--- config.mk ---
export PLATFORM = sky130hd
export DESIGN_NAME = calc_key_sequencer
export DESIGN_NICKNAME = d
export VERILOG_FILES = /design/src/rtl/calc_key_sequencer.sv
export SDC_FILE = /design/constraint.sdc
export NUM_CORES = 1
export LEC_CHECK = 0
export CAP_MARGIN = 20
export CORE_ASPECT_RATIO = 0.7
export CORE_UTILIZATION = 59
export DETAILED_ROUTE_END_ITERATION = 10
export GPL_TIMING_DRIVEN = 0
export PLACE_DENSITY = 0.83
export RECOVER_POWER = 50
export SLEW_MARGIN = 20
export SYNTH_ARGS = -nofsm -noshare
export SYNTH_HDL_FRONTEND = slang
export SYNTH_SLANG_ARGS = --single-unit
--- constraint.sdc ---
create_clock -name clk -period 6.7 [get_ports clk]
set_input_delay 1.675 -clock clk [delete_from_list [all_inputs] [get_ports clk]]
set_output_delay 1.675 -clock clk [all_outputs]
set_load 0.05 [all_outputs]
--- src/rtl/calc_key_sequencer.sv ---
// Key sequencer between the keypad scanner and the calculator core: buffers key codes
// and replays them as fixed-width key_pressed pulses with a guaranteed low gap.
module calc_key_sequencer #(
    parameter int DEPTH       = 4,
    parameter int HOLD_CYCLES = 4,
    parameter int GAP_CYCLES  = 8
) (
    input  logic                     clk,
    input  logic                     rst,
    input  logic                     in_valid,
    input  logic [3:0]               in_code,
    output logic                     in_ready,
    input  logic                     clear_ovf,
    output logic                     key_pressed,
    output logic [3:0]               keypad_out,
    output logic                     busy,
    output logic                     overflow,
    output logic [$clog2(DEPTH):0]   fill_level
);

    localparam int AW   = $clog2(DEPTH);
    localparam int CMAX = (HOLD_CYCLES > GAP_CYCLES) ? HOLD_CYCLES : GAP_CYCLES;
    localparam int CW   = (CMAX < 2) ? 1 : $clog2(CMAX);

    localparam logic [3:0]    CLEAR_CODE = 4'hE;
    localparam logic [AW:0]   PTR_ONE    = 1;
    localparam logic [AW:0]   FULL_LVL   = DEPTH;
    localparam logic [CW-1:0] CNT_ONE    = 1;
    localparam logic [CW-1:0] HOLD_LOAD  = HOLD_CYCLES - 1;
    localparam logic [CW-1:0] GAP_LOAD   = GAP_CYCLES - 1;

    typedef enum logic [1:0] {IDLE, HOLD, GAP} state_t;

    state_t        state, state_n;
    logic [CW-1:0] cnt, cnt_n;
    logic          kp_n;
    logic [3:0]    code_n;

    logic [3:0]    mem [DEPTH];
    logic [AW:0]   wr_ptr, rd_ptr;
    logic          full, empty, is_clear, do_push, do_pop, do_drop;

    // Pointers carry one extra bit so full and empty differ with equal indices
    assign fill_level = wr_ptr - rd_ptr;
    assign full       = (fill_level == FULL_LVL);
    assign empty      = (wr_ptr == rd_ptr);
    assign in_ready   = !full;
    assign busy       = (state != IDLE) || !empty;

    assign is_clear = in_valid && (in_code == CLEAR_CODE);
    assign do_push  = in_valid && !full && !is_clear;
    assign do_drop  = in_valid && full && !is_clear;
    assign do_pop   = (state == IDLE) && !empty && !is_clear;

    always_ff @(posedge clk) begin
        if (rst) begin
            wr_ptr <= '0;
            rd_ptr <= '0;
        end else if (is_clear) begin
            // Flush and leave the clear code as the only entry; any pop is cancelled
            mem[0] <= CLEAR_CODE;
            wr_ptr <= PTR_ONE;
            rd_ptr <= '0;
        end else begin
            if (do_push) begin
                mem[wr_ptr[AW-1:0]] <= in_code;
                wr_ptr              <= wr_ptr + PTR_ONE;
            end
            if (do_pop) begin
                rd_ptr <= rd_ptr + PTR_ONE;
            end
        end
    end

    always_ff @(posedge clk) begin
        if (rst) begin
            overflow <= 1'b0;
        end else if (do_drop) begin
            overflow <= 1'b1;
        end else if (clear_ovf) begin
            overflow <= 1'b0;
        end
    end

    always_ff @(posedge clk) begin
        if (rst) begin
            state       <= IDLE;
            cnt         <= '0;
            key_pressed <= 1'b0;
            keypad_out  <= '0;
        end else begin
            state       <= state_n;
            cnt         <= cnt_n;
            key_pressed <= kp_n;
            keypad_out  <= code_n;
        end
    end

    always_comb begin
        state_n = state;
        cnt_n   = cnt;
        kp_n    = key_pressed;
        code_n  = keypad_out;
        case (state)
            IDLE: begin
                kp_n = 1'b0;
                if (do_pop) begin
                    state_n = HOLD;
                    cnt_n   = HOLD_LOAD;
                    kp_n    = 1'b1;
                    code_n  = mem[rd_ptr[AW-1:0]];
                end
            end
            HOLD: begin
                kp_n = 1'b1;
                if (cnt == '0) begin
                    state_n = GAP;
                    cnt_n   = GAP_LOAD;
                    kp_n    = 1'b0;
                end else begin
                    cnt_n = cnt - CNT_ONE;
                end
            end
            GAP: begin
                kp_n = 1'b0;
                if (cnt == '0) begin
                    state_n = IDLE;
                end else begin
                    cnt_n = cnt - CNT_ONE;
                end
            end
            default: begin
                state_n = IDLE;
                kp_n    = 1'b0;
            end
        endcase
    end

endmodule

# Word level (Yosys, flattened, before mapping)
# Memories as Yosys holds them, arrays and structs flattened. A register that Yosys moved wholly into a read port is not among the register bits.
# Index checks and enable logic that the tools add are counted.
totals:
  in_bits: 8
  regBits: 13
  output_inout_bits: 11
  n_memories: 1
  elab_cells: 68
  ramBits: 16
mem_list:
  columns: ["name", "depth", "width", "rd", "rd_clocked_by_memory_dff", "write_ports", "line_no", "rtl"]
  rows:
  - ["mem", 4, 4, 1, 1, 1, "39", "logic [3:0] mem [DEPTH];"]
classes:
  add_sub_neg: 4
  n_eq_ne: 9
  reduce_logical: 22
  mux: 25
ops:
  columns: ["op", "n"]
  rows:
  - ["1-bit 2-to-1 mux", 14]
  - ["3-bit 2-to-1 mux", 3]
  - ["3-bit case mux with 3 select lines", 1]
  - ["2-bit 2-to-1 mux", 4]
  - ["2-bit inequality test (second input constant)", 4]
  - ["1-bit logical AND", 7]
  - ["3-bit by 1-bit adder with 3-bit output (second input constant)", 2]
  - ["2-bit case mux with 3 select lines", 1]
  - ["3-bit AND reduction", 2]
  - ["2-bit nonzero test", 3]
  - ["4-bit == test (second input constant)", 1]
  - ["4-bit 2-to-1 mux", 1]
  - ["4-bit OR reduction", 1]
  - ["3-bit == test", 1]
  - ["3-bit == test (second input constant)", 1]
  - ["1-bit zero test", 3]
  - ["3-bit zero test", 1]
  - ["3-bit nonzero test", 1]
  - ["3-bit by 1-bit subtractor with 3-bit output (second input constant)", 1]
  - ["3-bit subtractor", 1]
  - ["2-bit by 1-bit == test with 1-bit output (second input constant)", 1]
  - ["2-bit == test (second input constant)", 1]
  - ["2-bit zero test", 1]
  - ["1-bit case mux with 2 select lines", 1]
  - ["other kinds (3)", 3]

# Longest topological paths before layout
logic_depth:
  depth_word: 11
  mapped_depth: 8
  depth_no_buf: 8

# Worst setup path before layout
# No wires, ideal clock.
synth_path:
  path_type: "flip-flop to output port"
  start: "register wr_ptr[0]"
  end: "output port fill_level[2]"
  n_path_buf: 0
  path_slack_ps: 3419
  path_stages_with_launch: 6
  t_arrival_ps: 1606
  path_cell_list: "dfxtp_1 -> inv_1 -> ha_1 -> fa_1 -> xnor3_2 -> inv_1"
synth_via:
  elab_chain_cells: 1
synth_lines:
  columns: ["element", "line_no", "rtl"]
  rows:
  - ["from (decl)", "40", "logic [AW:0] wr_ptr, rd_ptr;"]
  - ["from (signal assigned)", "67", "wr_ptr <= wr_ptr + PTR_ONE;"]
  - ["3-bit subtractor", "44", "assign fill_level = wr_ptr - rd_ptr;"]
  - ["to (decl)", "18", "output logic [$clog2(DEPTH):0] fill_level"]
# Every way passes these cells.

# Worst setup path in the final report
layout_path:
  start: "register wr_ptr[0]"
  end: "output port in_ready"
layout_via:
  elab_chain_cells: 3
layout_lines:
  columns: ["element", "line_no", "rtl"]
  rows:
  - ["3-bit subtractor", "44", null]
  - ["3-bit == test", "45", "assign full = (fill_level == FULL_LVL);"]
  - ["1-bit zero test", "47", "assign in_ready = !full;"]
  - ["to (decl)", "12", "output logic in_ready,"]
# Every way passes these cells.

==> metrics.log <==
[metrics] Layout area overhead: 17.26%
[metrics] R2R Setup Slk: around 3600 ps
[metrics] clock slew at reported path FFs: 70 ps
[metrics] die outline height: 46.67 um
[metrics] async set-reset flop share out of synthesis: 0
[metrics] Final TNS setup: 0 ps
[metrics] worst path arrival time: 2620 ps
[metrics] sum of net half-perimeters after detailed placement: 2.546 mm
[metrics] net count after synthesis: 171
[metrics] uppermost layer routed: met4
[metrics] Final Skew: roughly 4.6 ps
[metrics] GR Util All Layers: 0.2590
[metrics] Worst Reg2Reg Path Length in Cells: 6
[metrics] Cells on Worst Hold Path: 2
[metrics] die area: 0.003071 sq mm
[metrics] global-route congestion overflow total: 0
[metrics] Hold Violations, Final: 0
[metrics] kind of critical path: reg -> out
[metrics] count of warnings emitted by yosys: 0
[metrics] dominant combinational cell family by area after synthesis: simple AND/OR/NAND/NOR gates
[metrics] Hold EP: overflow
[metrics] CTS tree: built
[metrics] global-route wire length before repair: roughly 5.4 mm
[metrics] largest net degree at the start of global routing: 13
[metrics] number of top-level pins: 19
[metrics] number of global-route vias before repair: 1132
[metrics] Static Leakage: 0.7415 nW
[metrics] type of origin of the critical path: register
[metrics] violation count after the first detailed-route iteration: 96
[metrics] main flop type after synthesis: sky130_fd_sc_hd__dfxtp_1
[metrics] number of slew-limit violations in the final report: 0
[metrics] detailed route wirelength on metal2: 1.699 mm
[metrics] area of the core: 0.002571 sq mm
[metrics] worst-case headroom to the max-slew limit: 0.2808
[metrics] mean post-synth cell area: 11.06 sq um
[metrics] Clock Root Buffer: sky130_fd_sc_hd__clkbuf_8
[metrics] antenna violations before repair: 0
[metrics] worst-margin pin slew: 1069 ps
[metrics] Critical Path RT: around 5000 ps
[metrics] row cnt: 15
[metrics] placer congestion estimate: 0.7793
[metrics] ordered list of cells on the worst path: inv_1 -> ha_1 -> fa_1 -> xnor3_2 -> nor2_2 -> inv_2 -> clkdlybuf4s50_1
[metrics] filler cell count: 166
[metrics] drt total wl: 3.582 mm
[metrics] number of storage elements in the synthesis netlist: 33
[metrics] number of instances resized during post-cts repair: 0
[metrics] fmax: 233.0 MHz
[metrics] sequential fraction of the synthesis area: 0.4881
[metrics] post-CTS repair timing setup buffer count: 0
[metrics] number of antenna diodes: 0
[metrics] Final period util: 0.6407
[metrics] power density normalized to cell area: 487.8 mW/mm^2
[metrics] RSZ-0062 raised after global routing: no
[metrics] largest incremental delay on the critical path: 800 ps
[metrics] number of buffers inserted by port buffering: 17
[metrics] synth unique cells: 44
[metrics] critical hold path startpoint: overflow
[metrics] worst reg2reg path startpoint: wr_ptr[0]
[metrics] worst hold slack: 471.8 ps
[metrics] clock buffer depth: 2
[metrics] detailed-route wire length on metal 1: 1.584 mm
[metrics] average wire length per cell after detail routing: 16.98 um
[metrics] number of standard cells after synthesis: 152
[metrics] starting density of the core: 0.6540
[metrics] post-route antenna net violation count: 0
[metrics] clock latency on the worst-skew pair: 280 ps
[metrics] fraction of the mapped netlist area in compound gates: 0.1272
[metrics] Max stage delay cell, worst path: sky130_fd_sc_hd__clkdlybuf4s50_1
[metrics] category of the worst setup path capture point: output pin
[metrics] share of post-route cells with drive strength above 1: 0.1243
[metrics] hold-fix buffers at CTS: 0
[metrics] nets@finish: 195
[metrics] worst-path fanout max: 5
[metrics] highest ir drop seen on vdd: about 0.35 mV
[metrics] # DRC: 0
[metrics] Crit Reg-Reg Endpoint: mem[1][2]
[metrics] detailed-route vias per instance: 6.028
[metrics] share of cell area taken by muxes after synthesis: 0.05952
[metrics] Max Cap Viol: 0
[metrics] simple-gate portion of the synthesized area: 0.1525
[metrics] XOR/XNOR Fraction of Synth Area: 0.03497
[metrics] die span in x: 65.81 um
[metrics] H-tree depth: 2
[metrics] final number of setup-violating endpoints: 0
[metrics] via count: 1272
[metrics] adder-cell share of the synthesized area: 0.08631
[metrics] EDFF count, synth: 16
[metrics] CTS sink cnt: 33
[metrics] Mapped Area: roughly 0.0017 sq mm
[metrics] type of the worst min-delay path: reg -> reg
[metrics] number of buffers created by CTS: 5
[metrics] met3 wire length: 264 um
[metrics] drt pass-1 iters: 4
[metrics] time the final worst path needs with I/O delays and setup: roughly 4300 ps
[metrics] total power after layout: 0.0009620 W
[metrics] status: completed
cell usage in the layout, fill, tap and decap left out, types with 2 or more instances in the layout:
| cell type | count |
|---|---|
| sky130_fd_sc_hd__o211ai_1 | 2 |
| sky130_fd_sc_hd__edfxtp_1 | 16 |
| sky130_fd_sc_hd__nand2b_1 | 4 |
| sky130_fd_sc_hd__dlygate4sd3_1 | 7 |
| sky130_fd_sc_hd__a31oi_1 | 2 |
| sky130_fd_sc_hd__nor4_1 | 3 |
| sky130_fd_sc_hd__clkbuf_8 | 6 |
| sky130_fd_sc_hd__o21ai_0 | 9 |
| sky130_fd_sc_hd__a21oi_1 | 13 |
| sky130_fd_sc_hd__nand2_1 | 8 |
| sky130_fd_sc_hd__ha_1 | 10 |
| sky130_fd_sc_hd__o21ai_1 | 2 |
| sky130_fd_sc_hd__xor2_1 | 3 |
| sky130_fd_sc_hd__dfxtp_1 | 17 |
| sky130_fd_sc_hd__and3_1 | 2 |
| sky130_fd_sc_hd__clkbuf_1 | 3 |
| sky130_fd_sc_hd__clkinvlp_4 | 3 |
| sky130_fd_sc_hd__nor2_1 | 8 |
| sky130_fd_sc_hd__mux4_2 | 4 |
| sky130_fd_sc_hd__clkdlybuf4s50_1 | 10 |
| sky130_fd_sc_hd__inv_1 | 11 |
| sky130_fd_sc_hd__nand3_1 | 6 |
| sky130_fd_sc_hd__or3_1 | 7 |
flip-flops by register name, indices dropped and copies added (netlist names):
| register | cells |
|---|---|
| cnt | 3 |
| key_pressed | 1 |
| keypad_out | 4 |
| mem | 16 |
| overflow | 1 |
| rd_ptr | 3 |
| state | 2 |
| wr_ptr | 3 |
worst max-delay path by stage:
stage	startpoint	end	cells after the start
floorplan	wr_ptr[0]	fill_level[2]	5
global placement	in_valid	mem[1][1]	7
detailed placement	in_valid	mem[1][3]	7
CTS	wr_ptr[0]	in_ready	7
global route	wr_ptr[0]	in_ready	7
finish	wr_ptr[0]	in_ready	7
routing by layer:
layer | vias to the layer above | GRT usage
met5 | - | 0
met4 | 0 | 0.09565
met3 | 5 | 0.06683
met2 | 58 | 0.4224
met1 | 609 | 0.3376
li1 | 600 | -
stage by stage:
step / cells / util / setup WS (ps) / instance area [sq um]
3_5_place_dp: 203 / 0.7367 / 2355 / 1894
2_1_floorplan: 152 / - / 3419 / 1682
6_report: 211 / 0.7669 / 2407 / 1972
5_1_grt: 211 / 0.7669 / 2290 / 1972
3_3_place_gp: 203 / 0.7367 / 2428 / 1894
4_1_cts: 211 / 0.7723 / 2396 / 1986
critical path: cells and delay by family, from the launching register on:
family,cells,cell delay [ps]
simple gates,1,50
xor+xnor,1,270
fa+ha+maj,2,610
flops,1,400
buf+inv,3,1000
power breakdown:
part           total [W]  internal, W  leakage [nW]  switching, W
clock network   0.000149    0.0000728        0.0364     0.0000761
logic           0.000531     0.000195         0.425      0.000335
registers       0.000283     0.000253         0.280     0.0000290
total           0.000962     0.000522         0.742      0.000440
synth_stat cells (2+ instances only):
cell type / instances / area, sq um
sky130_fd_sc_hd__o21ai_1: 2 / 10.01
sky130_fd_sc_hd__a21oi_1: 13 / 65.06
sky130_fd_sc_hd__nor4_1: 3 / 18.77
sky130_fd_sc_hd__nand2_1: 8 / 30.03
sky130_fd_sc_hd__inv_1: 11 / 41.29
sky130_fd_sc_hd__nand3_1: 6 / 30.03
sky130_fd_sc_hd__dfxtp_1: 17 / 340.3
sky130_fd_sc_hd__mux4_2: 4 / 90.09
sky130_fd_sc_hd__or3_1: 6 / 37.54
sky130_fd_sc_hd__clkbuf_1: 3 / 11.26
sky130_fd_sc_hd__o21ai_0: 8 / 40.04
sky130_fd_sc_hd__nand2b_1: 4 / 25.02
sky130_fd_sc_hd__xor2_1: 3 / 26.28
sky130_fd_sc_hd__o211ai_1: 2 / 15.01
sky130_fd_sc_hd__ha_1: 10 / 125.1
sky130_fd_sc_hd__nor2_1: 8 / 30.03
sky130_fd_sc_hd__a31oi_1: 2 / 12.51
sky130_fd_sc_hd__edfxtp_1: 16 / 480.5
cell families after synthesis:
kind of cell               Yosys count
and+or+nand+nor                     46
AOI/OAI and AO/OA                   34
DFF                                 33
buffers and inverters               18
adders and majority gates           11
xor gates and xnor gates             5
muxes                                5
final cells by class:
cell class / count / area [sq um] / share of cell area
repair buffers: 17 / 170.2 / 0.08629
well taps: 34 / 42.54 / 0.02157
flip-flops and latches: 33 / 820.8 / 0.4162
plain buffers: 6 / 41.29 / 0.02094
multi-input cells: 101 / 760.7 / 0.3858
clock buffers: 5 / 68.82 / 0.03490
clock inverters: 3 / 22.52 / 0.01142
inverters: 12 / 45.04 / 0.02284
Note: power is estimated with default switching activity, not from simulation.
